$ cat src/rtl/key_event_decoder.sv
// -----------------------------------------------------------------------------
// key_event_decoder
//
// Turns the debounced key_value/key_flag pair into single-cycle gesture
// events for the UI logic: short press, long press, double click and,
// optionally, auto-repeat while the key is held after a long press.
//
// Optional feature macro: KEY_REPEAT_EN
//   defined   - LHOLD runs a repeat counter and key_repeat pulses every
//               REPEAT_CNT cycles while the key stays held.
//   undefined - repeat logic is not built, key_repeat is constant 0 and
//               REPEAT_CNT is unused.
//
// Parameters (all must satisfy 2 <= N < 2^32):
//   LONG_CNT   - hold cycles before a press becomes a long press
//   DCLICK_CNT - cycles after release to wait for a second press
//   REPEAT_CNT - auto-repeat period while long-held
//
// Ports:
//   sys_clk      in   system clock
//   sys_rst      in   synchronous active-high reset
//   key_value    in   debounced level, 0 = pressed, 1 = released
//   key_flag     in   strobe: key_value newly settled this cycle
//   short_press  out  one-cycle pulse, single short click
//   long_press   out  one-cycle pulse, hold reached LONG_CNT
//   double_click out  one-cycle pulse, second press within window
//   key_repeat   out  one-cycle pulse, auto-repeat tick
//   key_busy     out  high while a gesture is in progress
// -----------------------------------------------------------------------------
module key_event_decoder #(
  parameter int unsigned LONG_CNT   = 32'd50_000_000,
  parameter int unsigned DCLICK_CNT = 32'd12_500_000,
  parameter int unsigned REPEAT_CNT = 32'd5_000_000
) (
  input  logic sys_clk,
  input  logic sys_rst,
  input  logic key_value,
  input  logic key_flag,
  output logic short_press,
  output logic long_press,
  output logic double_click,
  output logic key_repeat,
  output logic key_busy
);

  typedef enum logic [2:0] {
    IDLE   = 3'd0,
    PRESS1 = 3'd1,
    WAIT2  = 3'd2,
    PRESS2 = 3'd3,
    LHOLD  = 3'd4
  } state_t;

  localparam logic [31:0] LONG_LAST   = 32'(LONG_CNT - 32'd1);
  localparam logic [31:0] DCLICK_LAST = 32'(DCLICK_CNT - 32'd1);
`ifdef KEY_REPEAT_EN
  localparam logic [31:0] REPEAT_LAST = 32'(REPEAT_CNT - 32'd1);
`endif

  state_t      state_q, state_d;
  logic [31:0] cnt_q, cnt_d;
  logic        short_q, short_d;
  logic        long_q, long_d;
  logic        dbl_q, dbl_d;
  logic        rep_q, rep_d;
  logic        busy_q, busy_d;

  logic        press_s;
  logic        release_s;
  logic [31:0] cnt_inc_s;

  assign press_s   = key_flag & ~key_value;
  assign release_s = key_flag & key_value;
  // Saturate so a very long hold in LHOLD can never wrap the counter.
  assign cnt_inc_s = (cnt_q == 32'hFFFF_FFFF) ? cnt_q : (cnt_q + 32'd1);

  // Next-state, counter and event-pulse decode.
  always_comb begin
    state_d = state_q;
    cnt_d   = cnt_q;
    short_d = 1'b0;
    long_d  = 1'b0;
    dbl_d   = 1'b0;
    rep_d   = 1'b0;
    case (state_q)
      IDLE: begin
        if (press_s) begin
          state_d = PRESS1;
          cnt_d   = 32'd0;
        end else begin
          cnt_d = 32'd0;
        end
      end
      PRESS1: begin
        // Release is checked first so it wins a tie with the long timeout.
        if (release_s) begin
          state_d = WAIT2;
          cnt_d   = 32'd0;
        end else if (cnt_q == LONG_LAST) begin
          state_d = LHOLD;
          cnt_d   = 32'd0;
          long_d  = 1'b1;
        end else begin
          cnt_d = cnt_inc_s;
        end
      end
      WAIT2: begin
        // Second press wins a tie with the double-click window timeout.
        if (press_s) begin
          state_d = PRESS2;
          cnt_d   = 32'd0;
        end else if (cnt_q == DCLICK_LAST) begin
          state_d = IDLE;
          cnt_d   = 32'd0;
          short_d = 1'b1;
        end else begin
          cnt_d = cnt_inc_s;
        end
      end
      PRESS2: begin
        if (release_s) begin
          state_d = IDLE;
          cnt_d   = 32'd0;
          dbl_d   = 1'b1;
        end else begin
          cnt_d = 32'd0;
        end
      end
      LHOLD: begin
        // Release wins a tie with a repeat tick: no key_repeat on release.
        if (release_s) begin
          state_d = IDLE;
          cnt_d   = 32'd0;
`ifdef KEY_REPEAT_EN
        end else if (cnt_q == REPEAT_LAST) begin
          cnt_d = 32'd0;
          rep_d = 1'b1;
`endif
        end else begin
          cnt_d = cnt_inc_s;
        end
      end
      default: begin
        state_d = IDLE;
        cnt_d   = 32'd0;
      end
    endcase
    // Busy follows the next state but also covers the cycle carrying the
    // terminating short/double pulse, so the gesture and its result overlap.
    busy_d = (state_d != IDLE) | short_d | dbl_d;
  end

  // State, counter and registered outputs.
  always_ff @(posedge sys_clk) begin
    if (sys_rst) begin
      state_q <= IDLE;
      cnt_q   <= 32'd0;
      short_q <= 1'b0;
      long_q  <= 1'b0;
      dbl_q   <= 1'b0;
      rep_q   <= 1'b0;
      busy_q  <= 1'b0;
    end else begin
      state_q <= state_d;
      cnt_q   <= cnt_d;
      short_q <= short_d;
      long_q  <= long_d;
      dbl_q   <= dbl_d;
      rep_q   <= rep_d;
      busy_q  <= busy_d;
    end
  end

  assign short_press  = short_q;
  assign long_press   = long_q;
  assign double_click = dbl_q;
  assign key_repeat   = rep_q;
  assign key_busy     = busy_q;

endmodule

$ cat config.mk
export PLATFORM = sky130hd
export DESIGN_NAME = key_event_decoder
export DESIGN_NICKNAME = d
export VERILOG_FILES = /design/src/rtl/key_event_decoder.sv
export SDC_FILE = /design/constraint.sdc
export NUM_CORES = 1
export LEC_CHECK = 0
export CORE_MARGIN = 3
export CORE_UTILIZATION = 40
export CTS_BUF_LIST = sky130_fd_sc_hd__clkbuf_8
export DETAILED_ROUTE_END_ITERATION = 16
export MAX_ROUTING_LAYER = met4
export SLEW_MARGIN = 40
export SYNTH_ARGS = -nofsm -noshare
export SYNTH_HDL_FRONTEND = slang
export SYNTH_SLANG_ARGS = --single-unit
export TNS_END_PERCENT = 1
$ cat constraint.sdc
create_clock -name sys_clk -period 2.5 [get_ports sys_clk]
set_input_delay 0.5 -clock sys_clk [delete_from_list [all_inputs] [get_ports sys_clk]]
set_output_delay 0.5 -clock sys_clk [all_outputs]
set_load 0.01 [all_outputs]
==> results of run 1 <==
==> sequential cells by signal, indices dropped and copies added, names as in the netlist <==
register	cells
state_q	3
cnt_q	32
key_busy	1
double_click	1
long_press	1
short_press	1
==> final timing paths <==
kind / start / end / slack (ps)
min reg2reg: cnt_q[31] / cnt_q[31] / 520
min: cnt_q[31] / cnt_q[31] / 520
max reg2reg: cnt_q[0] / cnt_q[30] / 290
max: cnt_q[0] / cnt_q[30] / 290
==> metrics by stage <==
stage | instance area (um2) | std cells
final | 2380 | 331
after global routing | 2380 | 331
after CTS | 2360 | 331
after detailed placement | 2270 | 323
after global placement | 2270 | 323
after floorplan | 2080 | 246
==> critical path: stages, from the launching register on <==
cell and delay [ps]:
dfxtp_1 390, ha_1 200, nand2_1 150, or4_4 610
or4_4 550, xor2_1 150, nor2_1 50
==> Yosys cell counts (3+ instances only) <==
cell / count / area share, %
or4_1: 9 / 3.2
a21oi_1: 22 / 5.3
or4_4: 3 / 1.6
nand4_1: 10 / 3.0
or3_1: 14 / 4.2
and3_1: 3 / 0.90
nand3_1: 17 / 4.1
nand2_1: 13 / 2.3
inv_1: 3 / 0.54
o31ai_1: 8 / 2.9
and4_1: 5 / 2.1
xnor2_1: 3 / 1.3
dfxtp_1: 39 / 37
nor2_1: 18 / 3.2
xor2_1: 5 / 2.1
clkbuf_1: 5 / 0.90
nor4b_1: 3 / 1.3
nor4_1: 6 / 1.8
o21ai_0: 16 / 3.8
nor3_1: 3 / 0.72
nand2b_1: 7 / 2.1
a211oi_1: 4 / 1.4
==> logic make-up after synthesis <==
logic type               count (synthesis)  synth area share [%]
AND/OR/NAND/NOR                        124                  36.1
AO/OA/AOI/OAI                           58                  16.9
flip-flops                              39                  37.5
buffers and inverters                   14                  4.98
XOR/XNOR                                 8                  3.36
adder cells (fa/ha/maj)                  1                 0.600
other                                    1                 0.180
multiplexers                             1                 0.480
==> layer usage <==
| metal | up-vias | wire length (um) | track usage (%) |
|---|---|---|---|
| met5 | - | 0 | - |
| met4 | 0 | 54 | 4.20 |
| met3 | 5 | 156 | 3.78 |
| met2 | 28 | 2200 | 26.2 |
| met1 | 913 | 2440 | 22.7 |
| li1 | 974 | - | - |
==> cells in the final DEF (no fill, tap or decap), types with 2 or more instances in the layout <==
cell type        instances
a211oi_1                 4
nor3_1                   3
and4_1                   5
and3_1                   3
nand4b_1                 2
nand4_1                 10
and2_1                   2
or4_4                    3
nor4_1                   6
nand2b_1                 7
nor4b_1                  3
clkdlybuf4s50_1          7
xor2_1                   5
xnor2_1                  3
o21ai_0                 16
buf_4                   13
inv_1                    4
o31ai_1                  8
nor2_1                  18
o211ai_1                 2
nand3_1                 17
or2_2                    2
nand2_1                 13
or4_1                    9
dfxtp_1                 39
a21oi_1                 22
clkbuf_8                 6
or3_1                   14
==> area by class of cell <==
class	count	area, um2	area share (%)
Multi-Input combinational cell	193	1220	51.2
Sequential cell	39	781	32.9
Timing Repair Buffer	21	188	7.90
Tap cell	67	83.8	3.53
Clock buffer	6	82.6	3.48
Clock inverter	2	12.5	0.527
Inverter	3	11.3	0.474
==> power by group through the flow <==
stage / clock network (mW) / registers [mW] / logic (mW)
after floorplan: 0 / 0.643 / 0.0229
after global placement: 0 / 0.644 / 0.0414
after detailed placement: 0 / 0.644 / 0.0414
after CTS: 0.464 / 0.629 / 0.0416
after global routing: 0.499 / 0.630 / 0.0468
final: 0.455 / 0.629 / 0.0428
==> impl_metrics.tcl, run 1 <==
set metrics [dict create \
    wire_per_inst_um 14.7 \
    synth_enable_flop_cells 0 \
    critPathRequiredTime_ps 2690 \
    cts_buffers 5 \
    drive_gt1_share_pct 12.9 \
    holdCritPathClass "reg -> reg" \
    max-clock-path-buffers 2 \
    p_int_mw 0.868 \
    cts_tree "built" \
    finalCritPeriodShare_pct 88.3 \
    cts.sinks 39 \
    min_path_cells 2 \
    drt_iter0_drc 59 \
    ctsResizeCount 0 \
    seq_area_frac_synth_pct 37.5 \
    core_mm2 0.00488 \
    dp_worst_setup_slack_ps 110 \
    path_max_fanout 5 \
    n_fill_cell 511 \
    path_clk_slew_ps 80 \
    fin_ws_ps 293 \
    cts_htree_levels 2 \
    drcViolationCount 0 \
    rows 25 \
    place_congestion 0.822 \
    p_leak_nw 0.704 \
    p_seq_share_pct 55.8 \
    grt_pass1_wl_um 8070 \
    reg2regPathDepth 6 \
    die_area_mm2 0.00611 \
    finClkSkew_ps 12.2 \
    die_h_um 78.2 \
    wl_um 4860 \
    cp.arrival_ps 2400 \
    finalHoldViolations 0 \
    whs_ps 516 \
    fmax_ghz 0.453 \
    antenna_left 0 \
    finalSetupTns_ps 0 \
    min_period_ps 2210 \
    synth_cell_types 45 \
    die_w_um 78.2 \
    worst_setup_path_start_kind "register" \
    dr.pass1.iters 4 \
    routed_via_density 5.80 \
    post-cts-setup-buffers 0 \
    async_flop_share_pct 0 \
    antenna_cells 0 \
    dr_total_vias 1920 \
    maxCapViolCount 0 \
    first_global_vias 1697 \
    outcome "complete, no violations" \
    clk_latency_ps 300 \
    peakVddDrop_mv 0.274 \
    synth_area_mm2 0.00208 \
    powerDensity_mw_per_mm2 474 \
    report.final.slew_viol_count 0 \
    grt_max_degree 40 \
    syn_area_per_cell_um2 8.47 \
    ys.flop_type "dfxtp_1" \
    gr-usage-all-layers_pct 17.0 \
    antenna_found_initial 0 \
    cts-root-buf "clkbuf_8" \
    power_mw 1.13 \
    worstSetupPathType "reg -> reg" \
    ys_seq_elements 39 \
    switchingPower_mw 0.258 \
    end_kind "register" \
    synth_nets 251 \
    grt_overflow 0 \
    dpl.hpwl_um 3440 \
    pin_count 9 \
    final_util_pct 48.7 \
    p_clk_share_pct 40.4 \
    io_buffers 7 \
    postCtsHoldBufs 0 \
    syn_inst 246 \
    rsz0062_at_grt "no" \
    ys_warn_count 0 \
    nets 268 \
    syn_to_final_growth_pct 14.0 \
    setup_viol 0 \
    combPwrFrac_pct 3.8 \
    start_util_pct 42.7 \
    switching_share_pct 22.9 \
]
(Power assumes the default switching activity.)
==> run 2, diff against run 1 <==
Settings changed: SKIP_CTS_REPAIR_TIMING from default to 1.
Clock period 2.5 ns to 1.9 ns, I/O delays scaled along.
==> impl_metrics.tcl, run 2 (synthesis gave the netlist of run 1 again) <==
set metrics [dict create \
    outcome "finished with violations" \
    violations "negative setup slack" \
    final_cell_mix "56 x buf_4, 22 x a21oi_1, 21 x dfxtp_1" \
    nets 317 \
    drt_iter0_drc 93 \
    r2r_setup_slack_ps -60 \
    antenna_found_initial 0 \
    core_mm2 0.00488 \
    cts.sinks 39 \
    wire_per_inst_um 14.9 \
    largest_reg_flops 32 \
    maxCapViolCount 0 \
    fmax_ghz 0.509 \
    pin_count 9 \
    max-clock-path-buffers 2 \
    finalCritPeriodShare_pct 103 \
    first_global_vias 2077 \
    finClkSkew_ps 9.08 \
    fin_ws_ps -64.1 \
    start_util_pct 42.7 \
    syn_to_final_growth_pct 40.9 \
    wl_um 5650 \
    rsz0062_at_grt "yes" \
    dr.pass1.iters 4 \
    finalHoldViolations 0 \
    dpl.hpwl_um 3880 \
    layout_commonest_cell "buf_4" \
    antenna_cells 0 \
    report.final.slew_viol_count 0 \
    clk_latency_ps 290 \
    path_clk_slew_ps 80 \
    postPlaceCellArea_mm2 0.00265 \
    cts_htree_levels 2 \
    setup_viol 16 \
    ff_latch_area_um2 803 \
    antenna_left 0 \
    worstSetupPathType "reg -> reg" \
    worst_setup_path_start_kind "register" \
    grt_pass1_wl_um 9040 \
    p_leak_nw 1.02 \
    rows 25 \
    die_h_um 78.2 \
    place_congestion 0.878 \
    top_regs "cnt_q: 32 flops, state_q: 3 flops" \
    critPathRequiredTime_ps 2120 \
    path_max_fanout 16 \
    drive_gt1_share_pct 36.5 \
    powerDensity_mw_per_mm2 533 \
    peakVddDrop_mv 0.340 \
    power_mw 1.57 \
    cts_buffers 5 \
    end_kind "register" \
    drcViolationCount 0 \
    n_fill_cell 453 \
    fin_area_mm2 0.00294 \
    holdCritPathClass "reg -> reg" \
    io_buffers 7 \
    grt_overflow 0 \
    die_w_um 78.2 \
    largest-register "cnt_q" \
    multi_input_area_mm2 0.00131 \
    min_period_ps 1960 \
    die_area_mm2 0.00611 \
    cts-root-buf "clkbuf_8" \
    dr_total_vias 2175 \
    routed_via_density 5.74 \
    grt_max_degree 34 \
    cp.arrival_ps 2180 \
    cts_tree "built" \
    gr-usage-all-layers_pct 19.0 \
]
run 2: final cells by class:
type                            instances  share of cell area [%]
Multi-Input combinational cell        193                    44.7
Sequential cell                        39                    27.3
Timing Repair Buffer                   70                    21.2
Tap cell                               67                    2.85
Clock buffer                            5                    2.34
Inverter                                3                   0.383
Clock inverter                          2                    1.15
run 2: power breakdown:
part / total [mW] / internal (mW) / switching [mW]
sequential: 0.825 / 0.822 / 0.00369
combinational: 0.0729 / 0.0389 / 0.0340
clock: 0.668 / 0.380 / 0.289
run 2: critical path, cell delays in order, from the launching register on:
cell	delay (ps)
dfxtp_2	360
nand4_1	140
or4_4	600
nor3_4	240
buf_12	150
clkbuf_16	150
o21ai_0	90
a21oi_1	150
run 2: per-stage QoR:
stage / instances / setup TNS (ps) / hold slack, ps / util, % / setup WS (ps)
after floorplan: 246 / -1.36 / 468 / - / -1.36
after global routing: 379 / -1160 / 521 / 60.2 / -95.2
final: 379 / -314 / 501 / 60.2 / -64.1
after detailed placement: 369 / -7300 / 504 / 54.4 / -279
after global placement: 369 / -6700 / 501 / 54.4 / -250
after CTS: 376 / -389 / 514 / 56.5 / -34.5
run 2: per-layer routing:
layer	up-vias	GRT usage [%]	share of wire (%)
met2	47	31.7	49
met1	1037	21.9	44
li1	1075	-	-
met3	16	4.70	4.4
met5	-	-	0
met4	0	7.52	2.5
run 2: final timing paths:
kind                   from         to  depth (start not counted)
hold reg to reg   cnt_q[17]  cnt_q[17]                          2
setup reg to reg  cnt_q[14]   cnt_q[9]                          7
hold / removal    cnt_q[17]  cnt_q[17]                          2
setup / recovery  cnt_q[14]   cnt_q[9]                          7
==> run 3, diff against run 2 <==
Settings changed: ABC_AREA from default to 0.
==> results of run 3 <==
Final layout, timing and power as in run 2 (identical DEF).
